[src/rtl/bform_branch_prep_queue.sv]
// Branch Conditional prep queue: decodes B-form bodies, precomputes target/link/CR/BO info
// and buffers results in an in-order FIFO. Optional static prediction: BRANCH_STATIC_PREDICT_EN.
module bform_branch_prep_queue #(
   parameter int addressWidth            = 64,
   parameter int instructionCounterWidth = 64,
   parameter int instMinIdWidth          = 7,
   parameter int opcodeSize              = 12,
   parameter int funcUnitCodeSize        = 3,
   parameter int PidSize                 = 20,
   parameter int TidSize                 = 16,
   parameter int bodySize                = 28,
   parameter int queueDepth              = 4,
   parameter int BranchUnitID            = 6,
   parameter int BcOpcode                = 25
) (
   input  logic                               clock_i,
   input  logic                               reset_i,
   input  logic                               enable_i,
   input  logic [opcodeSize-1:0]              opcode_i,
   input  logic [addressWidth-1:0]            instructionAddress_i,
   input  logic [funcUnitCodeSize-1:0]        functionalUnitType_i,
   input  logic [instructionCounterWidth-1:0] instMajId_i,
   input  logic [instMinIdWidth-1:0]          instMinId_i,
   input  logic [instMinIdWidth-1:0]          numMicroOps_i,
   input  logic                               is64Bit_i,
   input  logic [PidSize-1:0]                 instPid_i,
   input  logic [TidSize-1:0]                 instTid_i,
   input  logic [bodySize-1:0]                instructionBody_i,
   input  logic                               stall_i,
   input  logic                               flush_i,
   output logic                               stall_o,
   output logic                               enable_o,
   output logic [opcodeSize-1:0]              opcode_o,
   output logic [addressWidth-1:0]            instructionAddress_o,
   output logic [funcUnitCodeSize-1:0]        functionalUnitType_o,
   output logic [instructionCounterWidth-1:0] instMajId_o,
   output logic [instMinIdWidth-1:0]          instMinId_o,
   output logic [instMinIdWidth-1:0]          numMicroOps_o,
   output logic                               is64Bit_o,
   output logic [PidSize-1:0]                 instPid_o,
   output logic [TidSize-1:0]                 instTid_o,
   output logic [addressWidth-1:0]            branchTarget_o,
   output logic [addressWidth-1:0]            linkAddress_o,
   output logic [6:0]                         crBitIndex_o,
   output logic                               condIgnored_o,
   output logic                               condValue_o,
   output logic                               usesCtr_o,
   output logic                               ctrZeroTest_o,
   output logic                               writesLr_o,
   output logic                               alwaysTaken_o,
   output logic                               predictTaken_o,
   output logic [$clog2(queueDepth):0]        occupancy_o,
   output logic                               overflow_o
);

   localparam int PTR_W = $clog2(queueDepth);
   localparam int CNT_W = PTR_W + 1;

   typedef struct packed {
      logic [opcodeSize-1:0]              opcode;
      logic [addressWidth-1:0]            addr;
      logic [funcUnitCodeSize-1:0]        fu;
      logic [instructionCounterWidth-1:0] maj_id;
      logic [instMinIdWidth-1:0]          min_id;
      logic [instMinIdWidth-1:0]          num_uops;
      logic                               is64;
      logic [PidSize-1:0]                 pid;
      logic [TidSize-1:0]                 tid;
      logic [addressWidth-1:0]            target;
      logic [addressWidth-1:0]            link;
      logic [6:0]                         cr_bit;
      logic                               cond_ignored;
      logic                               cond_value;
      logic                               uses_ctr;
      logic                               ctr_zero_test;
      logic                               writes_lr;
      logic                               always_taken;
`ifdef BRANCH_STATIC_PREDICT_EN
      logic                               predict;
`endif
   } entry_t;

   entry_t                mem_q [queueDepth];
   entry_t                mem_d [queueDepth];
   logic [PTR_W-1:0]      head_q, head_d, tail_q, tail_d;
   logic [CNT_W-1:0]      occ_q, occ_d;
   logic                  stall_q, stall_d;
   logic                  ovf_q, ovf_d;

   entry_t                new_s;
   logic [4:0]            bo_s;
   logic [4:0]            bi_s;
   logic [13:0]           bd_s;
   logic                  aa_s, lk_s;
   logic [addressWidth-1:0] disp_s;
   logic                  push_s, pop_s, full_s, wr_s;

   // Body uses big-endian field numbering: bit 0 is the MSB of the 28-bit body.
   always_comb begin
      bo_s   = instructionBody_i[bodySize-1 -: 5];
      bi_s   = instructionBody_i[bodySize-6 -: 5];
      bd_s   = instructionBody_i[bodySize-11 -: 14];
      aa_s   = instructionBody_i[1];
      lk_s   = instructionBody_i[0];
      disp_s = {{(addressWidth-16){bd_s[13]}}, bd_s, 2'b00};

      new_s               = '0;
      new_s.opcode        = opcode_i;
      new_s.addr          = instructionAddress_i;
      new_s.fu            = functionalUnitType_i;
      new_s.maj_id        = instMajId_i;
      new_s.min_id        = instMinId_i;
      new_s.num_uops      = numMicroOps_i;
      new_s.is64          = is64Bit_i;
      new_s.pid           = instPid_i;
      new_s.tid           = instTid_i;
      new_s.target        = aa_s ? disp_s : (instructionAddress_i + disp_s);
      new_s.link          = instructionAddress_i + addressWidth'(4);
      if (!is64Bit_i) begin
         new_s.target[addressWidth-1:32] = '0;
         new_s.link[addressWidth-1:32]   = '0;
      end else begin
         new_s.target = new_s.target;
      end
      new_s.cr_bit        = {2'b00, bi_s} + 7'd32;
      new_s.cond_ignored  = bo_s[4];
      new_s.cond_value    = bo_s[3];
      new_s.uses_ctr      = ~bo_s[2];
      new_s.ctr_zero_test = bo_s[1];
      new_s.writes_lr     = lk_s;
      new_s.always_taken  = bo_s[4] & bo_s[2];
`ifdef BRANCH_STATIC_PREDICT_EN
      // Backward-taken / forward-not-taken for relative conditional branches.
      new_s.predict = (bo_s[4] & bo_s[2]) |
                      ((~bo_s[4] | ~bo_s[2]) & ~aa_s & disp_s[addressWidth-1]);
`endif
   end

   // Queue pointer, occupancy, overflow and back-pressure next-state.
   always_comb begin
      full_s = (occ_q == CNT_W'(queueDepth));
      push_s = enable_i && (opcode_i == opcodeSize'(BcOpcode)) &&
               (functionalUnitType_i == funcUnitCodeSize'(BranchUnitID));
      pop_s  = (occ_q != '0) && !stall_i;
      wr_s   = push_s && (!full_s || pop_s);

      mem_d  = mem_q;
      head_d = head_q;
      tail_d = tail_q;
      occ_d  = occ_q;
      ovf_d  = ovf_q;

      if (flush_i) begin
         head_d = '0;
         tail_d = '0;
         occ_d  = '0;
      end else begin
         if (wr_s) begin
            mem_d[tail_q] = new_s;
            tail_d        = tail_q + PTR_W'(1);
         end else begin
            tail_d = tail_q;
         end
         if (pop_s) begin
            head_d = head_q + PTR_W'(1);
         end else begin
            head_d = head_q;
         end
         if (push_s && full_s && !pop_s) begin
            ovf_d = 1'b1;
         end else begin
            ovf_d = ovf_q;
         end
         case ({wr_s, pop_s})
            2'b10:   occ_d = occ_q + CNT_W'(1);
            2'b01:   occ_d = occ_q - CNT_W'(1);
            default: occ_d = occ_q;
         endcase
      end
      // Two slots of headroom cover the packet already in flight from the decoder.
      stall_d = (occ_d >= CNT_W'(queueDepth - 2));
   end

   // State registers with synchronous reset.
   always_ff @(posedge clock_i) begin
      if (reset_i) begin
         for (int i = 0; i < queueDepth; i++) begin
            mem_q[i] <= '0;
         end
         head_q  <= '0;
         tail_q  <= '0;
         occ_q   <= '0;
         stall_q <= 1'b0;
         ovf_q   <= 1'b0;
      end else begin
         for (int i = 0; i < queueDepth; i++) begin
            mem_q[i] <= mem_d[i];
         end
         head_q  <= head_d;
         tail_q  <= tail_d;
         occ_q   <= occ_d;
         stall_q <= stall_d;
         ovf_q   <= ovf_d;
      end
   end

   entry_t head_e;
   assign head_e = mem_q[head_q];

   assign stall_o              = stall_q;
   assign enable_o             = (occ_q != '0);
   assign occupancy_o          = occ_q;
   assign overflow_o           = ovf_q;
   assign opcode_o             = head_e.opcode;
   assign instructionAddress_o = head_e.addr;
   assign functionalUnitType_o = head_e.fu;
   assign instMajId_o          = head_e.maj_id;
   assign instMinId_o          = head_e.min_id;
   assign numMicroOps_o        = head_e.num_uops;
   assign is64Bit_o            = head_e.is64;
   assign instPid_o            = head_e.pid;
   assign instTid_o            = head_e.tid;
   assign branchTarget_o       = head_e.target;
   assign linkAddress_o        = head_e.link;
   assign crBitIndex_o         = head_e.cr_bit;
   assign condIgnored_o        = head_e.cond_ignored;
   assign condValue_o          = head_e.cond_value;
   assign usesCtr_o            = head_e.uses_ctr;
   assign ctrZeroTest_o        = head_e.ctr_zero_test;
   assign writesLr_o           = head_e.writes_lr;
   assign alwaysTaken_o        = head_e.always_taken;
`ifdef BRANCH_STATIC_PREDICT_EN
   assign predictTaken_o       = head_e.predict;
`else
   assign predictTaken_o       = 1'b0;
`endif

endmodule

[config.mk]
export PLATFORM = sky130hd
export DESIGN_NAME = bform_branch_prep_queue
export DESIGN_NICKNAME = d
export VERILOG_FILES = /design/src/rtl/bform_branch_prep_queue.sv
export SDC_FILE = /design/constraint.sdc
export NUM_CORES = 2
export LEC_CHECK = 0
export CORE_UTILIZATION = 25
export CTS_BUF_LIST = sky130_fd_sc_hd__clkbuf_8
export CTS_CLUSTER_SIZE = 25
export DETAILED_ROUTE_END_ITERATION = 16
export MAX_ROUTING_LAYER = met4
export PLACE_DENSITY_LB_ADDON = 0.3
export SETUP_SLACK_MARGIN = 0.2
export SYNTH_ARGS = -nofsm -noshare
export SYNTH_HDL_FRONTEND = slang
export SYNTH_SLANG_ARGS = --single-unit
[constraint.sdc]
create_clock -name clock_i -period 6 [get_ports clock_i]
set_clock_uncertainty 0.1 [all_clocks]
set_input_delay 1.2 -clock clock_i [delete_from_list [all_inputs] [get_ports clock_i]]
set_output_delay 1.2 -clock clock_i [all_outputs]
set_load 0.01 [all_outputs]
Yosys cells after proc, flatten, opt, wreduce, memory -nomap -nowiden
Index checks and enable logic that the tools add are counted.
Storage, ports and cells
  register bits: 1349
  input port bits: 227
  logic and storage cells: 124
  output and inout port bits: 342
Cells by class
  bitwise gates (word level): 5
  reduce and logical (&&, ||, !) cells: 15
  magnitude comparators: 4
  multiplexer cells: 11
  add/sub/neg operators: 7
  equality and inequality tests: 5
Operator list (number)
  bitwise mux 1340 bit: 1
  2-to-1 mux 335 bit: 3
  binary-select mux 335 bit (select 2 bit): 1
  demux 335 bit (select 2 bit): 1
  adder 64 x 3 -> 64 bit, second input constant: 1
  adder 64 bit: 1
  2-to-1 mux 32 bit: 2
  2-to-1 mux 64 bit: 1
  equality test 12 x 5 -> 1 bit, second input constant: 1
  adder 5 x 6 -> 7 bit, second input constant: 1
  logical AND 1 bit: 7
  equality test 3 bit, second input constant: 2
  >= comparator 3 bit, second input constant: 2
  NOT 2 -> 3 bit: 2
  one-hot mux 3 bit (2 select lines): 1
  adder 2 x 1 -> 2 bit, second input constant: 2
  AND reduction 2 bit: 2
  adder 3 x 1 -> 3 bit, second input constant: 1
  >= comparator 3 x 2 -> 1 bit, second input constant: 1
  zero test 1 bit: 3
  less-than comparator 3 x 1 -> 1 bit, second input constant: 1
  2-to-1 mux 3 bit: 1
  nonzero test 3 bit: 1
  subtractor 3 x 1 -> 3 bit, second input constant: 1
  other kinds (6): 7

Depth between registers and ports, before layout
  depth after elaboration: 8
  gate-level depth with buffers: 14
  gate-level depth less buffers: 13

Least setup slack after synthesis
Ideal clock, no wire load.
  path type: input to register
  start point: in instructionAddress_i[2]
  end point: reg mem_q[1142] (netlist bit)
  data arrival time: 3.709 ns
  stages on the path: 13
  buffers on the path: 0
  library setup time: 0.122 ns
  data required time: 5.778 ns
  setup slack: 2.070 ns
  cell sequence: ha_1 > inv_1 > fa_1 > nand2b_1 > a21o_1 > a21oi_1 > a31o_2 > a41oi_2 > a211oi_2 > nor2_1 > o31ai_4 > mux2i_1 > a221o_1
Between the ends
  longest elaborated chain between the ends: 4
RTL lines
  start: declaration: RTL line 20  | input logic [addressWidth-1:0] instructionAddress_i,
  adder 64 bit: RTL line 117  | new_s.target = aa_s ? disp_s : (instructionAddress_i + disp_s);
  2-to-1 mux 64 bit: RTL line 117
  2-to-1 mux 32 bit: RTL line 119  | if (!is64Bit_i) begin
  bitwise mux 1340 bit: RTL line 159  | mem_d[tail_q] = new_s;
  end signal: indexed assignment: RTL line 197  | mem_q[i] <= mem_d[i];
  end: declaration: RTL line 83  | entry_t mem_q [queueDepth];
No other way between the ends.
A chain may end at the register's enable or synchronous reset.

Final worst setup path
  start point: reg head_q[0]
  end point: out linkAddress_o[25]
Between the ends
  longest elaborated chain between the ends: 4
RTL lines
  start: declaration: RTL line 85  | logic [PTR_W-1:0] head_q, head_d, tail_q, tail_d;
  start signal: assignment: RTL line 190  | head_q <= '0;
  start signal: assignment: RTL line 199  | head_q <= head_d;
  NOT 2 -> 3 bit (implied by the code): RTL line 208  | assign head_e = mem_q[head_q];
  binary-select mux 335 bit (select 2 bit): RTL line 208
  2-to-1 mux 335 bit (implied by the code) (2 in series): RTL line 208
  end: declaration: RTL line 43  | output logic [addressWidth-1:0] linkAddress_o,
No other way between the ends. The select of a mux whose other input is x is not followed.

==> flow_metrics.env <==
export IMPL_run_status="finished clean"
export IMPL_ys_warn_count=0
export IMPL_pwr_share_clk_pct=46.0
export IMPL_multiInputGateArea_um2=29400
export IMPL_synth_edf_count=0
export IMPL_numCtsBuffers=235
export IMPL_endpoint_kind="output port"
export IMPL_vias_per_cell=4.88
export IMPL_place_area_um2=67200
export IMPL_crit_path_start="head_q[0]"
export IMPL_fin_crit_ns=4.97
export IMPL_yosys_cell_count_top_type="nand2_1"
export IMPL_critical_path_class="register to output port"
export IMPL_io_pins=569
export IMPL_period_share_pct=82.8
export IMPL_grt_max_degree=213
export IMPL_grt_overflow=0
export IMPL_first_pass_iters=5
export IMPL_ys_flop_type="dfxtp_1"
export IMPL_fin_area_um2=72000
export IMPL_antenna_found_initial=15
export IMPL_area_growth_pct=23.1
export IMPL_cts_root_buf="clkbuf_8"
export IMPL_track_usage_pct=18.1
export IMPL_yosysTopAreaCell="dfxtp_1"
export IMPL_grt_pass1_vias=49000
export IMPL_cts_max_path_buffers=3
export IMPL_core_um2=233000
export IMPL_hold_start="mem_q[127]"
export IMPL_min_to="mem_q[127]"
export IMPL_regToRegSetupSlack_ns=2.94
export IMPL_drtAntennaViolNets=0
export IMPL_final_setup_tns_ns=0
export IMPL_synth_seq_cells=1337
export IMPL_p_comb_share_pct=6.4
export IMPL_arrival_ns=3.67
export IMPL_hold_viol=0
export IMPL_yosys_top_cells_area="dfxtp_1 46%, mux4_2 13%, nand2_1 12%"
export IMPL_p_int_w=0.0138
export IMPL_syn_area_um2=58500
export IMPL_p_per_area_nw_per_um2=259
export IMPL_dp_hpwl_um=137000
export IMPL_die_area_um2=236000
export IMPL_initialDrtViolationCount=3720
export IMPL_yosysTopAreaCellShare_pct=45.7
export IMPL_drv_cap=0
export IMPL_grt_pass1_wl_um=317000
export IMPL_setup_viol=0
export IMPL_clk_pin_slew_ns=0.06
export IMPL_p_sw_share_pct=26.1
export IMPL_fmax_mhz=201
export IMPL_syn_avg_cell_area_um2=8.75
export IMPL_synth_cell_type_count=90
export IMPL_die_h_um=486
export IMPL_synth_top_cells_by_count="1925 x nand2_1, 1337 x dfxtp_1, 976 x a21oi_1"
export IMPL_tritoncts="done"
export IMPL_p_seq_share_pct=47.6
export IMPL_critPathRequiredTime_ns=4.70
export IMPL_cts_num_sinks=1337
export IMPL_netSwitchingPower_w=0.00486
export IMPL_peakVddDrop_mv=0.187
export IMPL_cts_repair_resized=0
export IMPL_via_count=50200
export IMPL_finalMaxSlewViolations=0
export IMPL_regArea_um2=26800
export IMPL_io_buffers=563
export IMPL_netlist_instances=6684
export IMPL_wire_per_inst_um=20.8
export IMPL_drive_gt1_share_pct=12.0
export IMPL_hold_buffers=0
export IMPL_drt_wl_total_um=214000
export IMPL_worst_pin_slew_ns=1.27
export IMPL_routabilityCongestion=0.915
export IMPL_grt_setup_unrepaired="no"
export IMPL_hp_class="register to register"
export IMPL_r2r_start="occupancy_o[1]"
export IMPL_fillers=24200
export IMPL_row_count=177
export IMPL_drcViolationCount=0
export IMPL_synth_seq_area_share_pct=45.7
export IMPL_critPathLaunchType="register"
export IMPL_timing_reg2reg_worst_path_depth=9
export IMPL_clock_latency_ns=0.97
export IMPL_synthArstFlopShare_pct=0
export IMPL_finalNetCount=7348
export IMPL_htree_levels=4
export IMPL_path_max_fanout=29
export IMPL_leakagePower_nw=23.4
export IMPL_total_power_w=0.0186
export IMPL_die_x_um=486
export IMPL_postCtsSetupBuffers=0
export IMPL_hold_path_depth=2
export IMPL_reg2reg_to="mem_q[1140]"
export IMPL_relSlewSlack_pct=15.1
export IMPL_start_util_pct=25.2
-- cell families (layout without fill, tap and decap cells) --
group / Yosys count / in the layout / synth area share (%)
AND/OR/NAND/NOR: 2660 / 2660 / 18.4
AO/OA/AOI/OAI: 1565 / 1565 / 15.7
multiplexers: 345 / 345 / 13.0
flip-flops: 1337 / 1337 / 45.7
XOR/XNOR: 105 / 105 / 1.57
adder cells (fa/ha/maj): 68 / 68 / 1.48
other: 1 / 19 / 0.00641
buffers and inverters: 603 / 1145 / 4.06
-- cell usage in the layout, fill, tap and decap left out, drive strengths merged, types with 6 or more instances in the layout --
| cell | count |
|---|---|
| nand4 | 36 |
| a21oi | 980 |
| nand3b | 40 |
| nand2 | 1925 |
| clkbuf | 296 |
| a22o | 25 |
| ha | 66 |
| a22oi | 13 |
| buf | 140 |
| dfxtp | 1337 |
| a21o | 49 |
| nor3 | 26 |
| or3 | 21 |
| a31oi | 13 |
| inv | 119 |
| nand3 | 46 |
| xnor2 | 46 |
| mux2i | 9 |
| o21a | 14 |
| o21ai | 158 |
| and2 | 71 |
| a32o | 11 |
| clkdlybuf4s50 | 559 |
| a21boi | 18 |
| nor2b | 11 |
| and4 | 8 |
| clkinv | 25 |
| o21bai | 14 |
| mux4 | 332 |
| nor4 | 6 |
| and3 | 19 |
| o31ai | 9 |
| xor2 | 59 |
| a211oi | 217 |
| nor2 | 435 |
| nand2b | 6 |
| diode | 17 |
-- metal layers --
metal	wire, um	up-vias	part of all wire, %	global-route usage, %
met3	17100	322	8.0	4.86
met4	8080	0	3.8	7.14
li1	-	23900	-	-
met2	100000	1671	47	28.7
met5	0	-	0	-
met1	88300	24400	41	21.7
-- final cells by class --
| cell class | instances | share of cell area [%] |
|---|---|---|
| clock buffers | 296 | 5.66 |
| clock inverters | 115 | 0.980 |
| flip-flops and latches | 1337 | 37.2 |
| inverters | 35 | 0.182 |
| multi-input cells | 4745 | 40.9 |
| diodes | 17 | 0.0591 |
| well taps | 3043 | 5.29 |
| repair buffers | 699 | 9.77 |
-- registers in the layout, indices dropped and copies added (netlist names) --
name / count
tail_q: 2
stall_o: 1
mem_q: 1328
occupancy_o: 3
head_q: 2
overflow_o: 1
-- through the flow --
step | setup WS (ns) | instances | hold WS, ns | utilization [%]
2_1_floorplan | 2.07 | 6685 | 0.320 | -
3_3_place_gp | 0.571 | 9859 | 0.329 | 28.9
3_5_place_dp | 0.531 | 9859 | 0.339 | 28.9
4_1_cts | 0.821 | 10300 | 0.347 | 30.9
5_1_grt | 0.779 | 10300 | 0.359 | 31.0
6_report | 1.03 | 10300 | 0.345 | 31.0
-- worst max path at each step --
stage | endpoint | slack (ns) | cells past startpoint
detailed placement | mem_q[137] | 0.53 | 14
global route | linkAddress_o[25] | 0.78 | 3
finish | linkAddress_o[25] | 1.03 | 3
CTS | linkAddress_o[25] | 0.82 | 3
floorplan | mem_q[1142] | 2.07 | 13
global placement | mem_q[472] | 0.57 | 14
-- critical path, stage by stage (launching register included) --
cell	delay, ns
dfxtp_4	0.81
buf_4	0.62
mux4_2	0.58
clkdlybuf4s50_1	0.61
-- power groups by stage --
| stage | registers (W) | logic, W | clock network, W |
|---|---|---|---|
| 4_1_cts | 0.00888 | 0.00119 | 0.00884 |
| 5_1_grt | 0.00887 | 0.00128 | 0.00924 |
| 6_report | 0.00888 | 0.00120 | 0.00857 |
| 3_3_place_gp | 0.00907 | 0.00117 | 0 |
| 3_5_place_dp | 0.00907 | 0.00118 | 0 |
| 2_1_floorplan | 0.00907 | 0.000647 | 0 |
No activity file was read; power rests on OpenSTA's default activity.
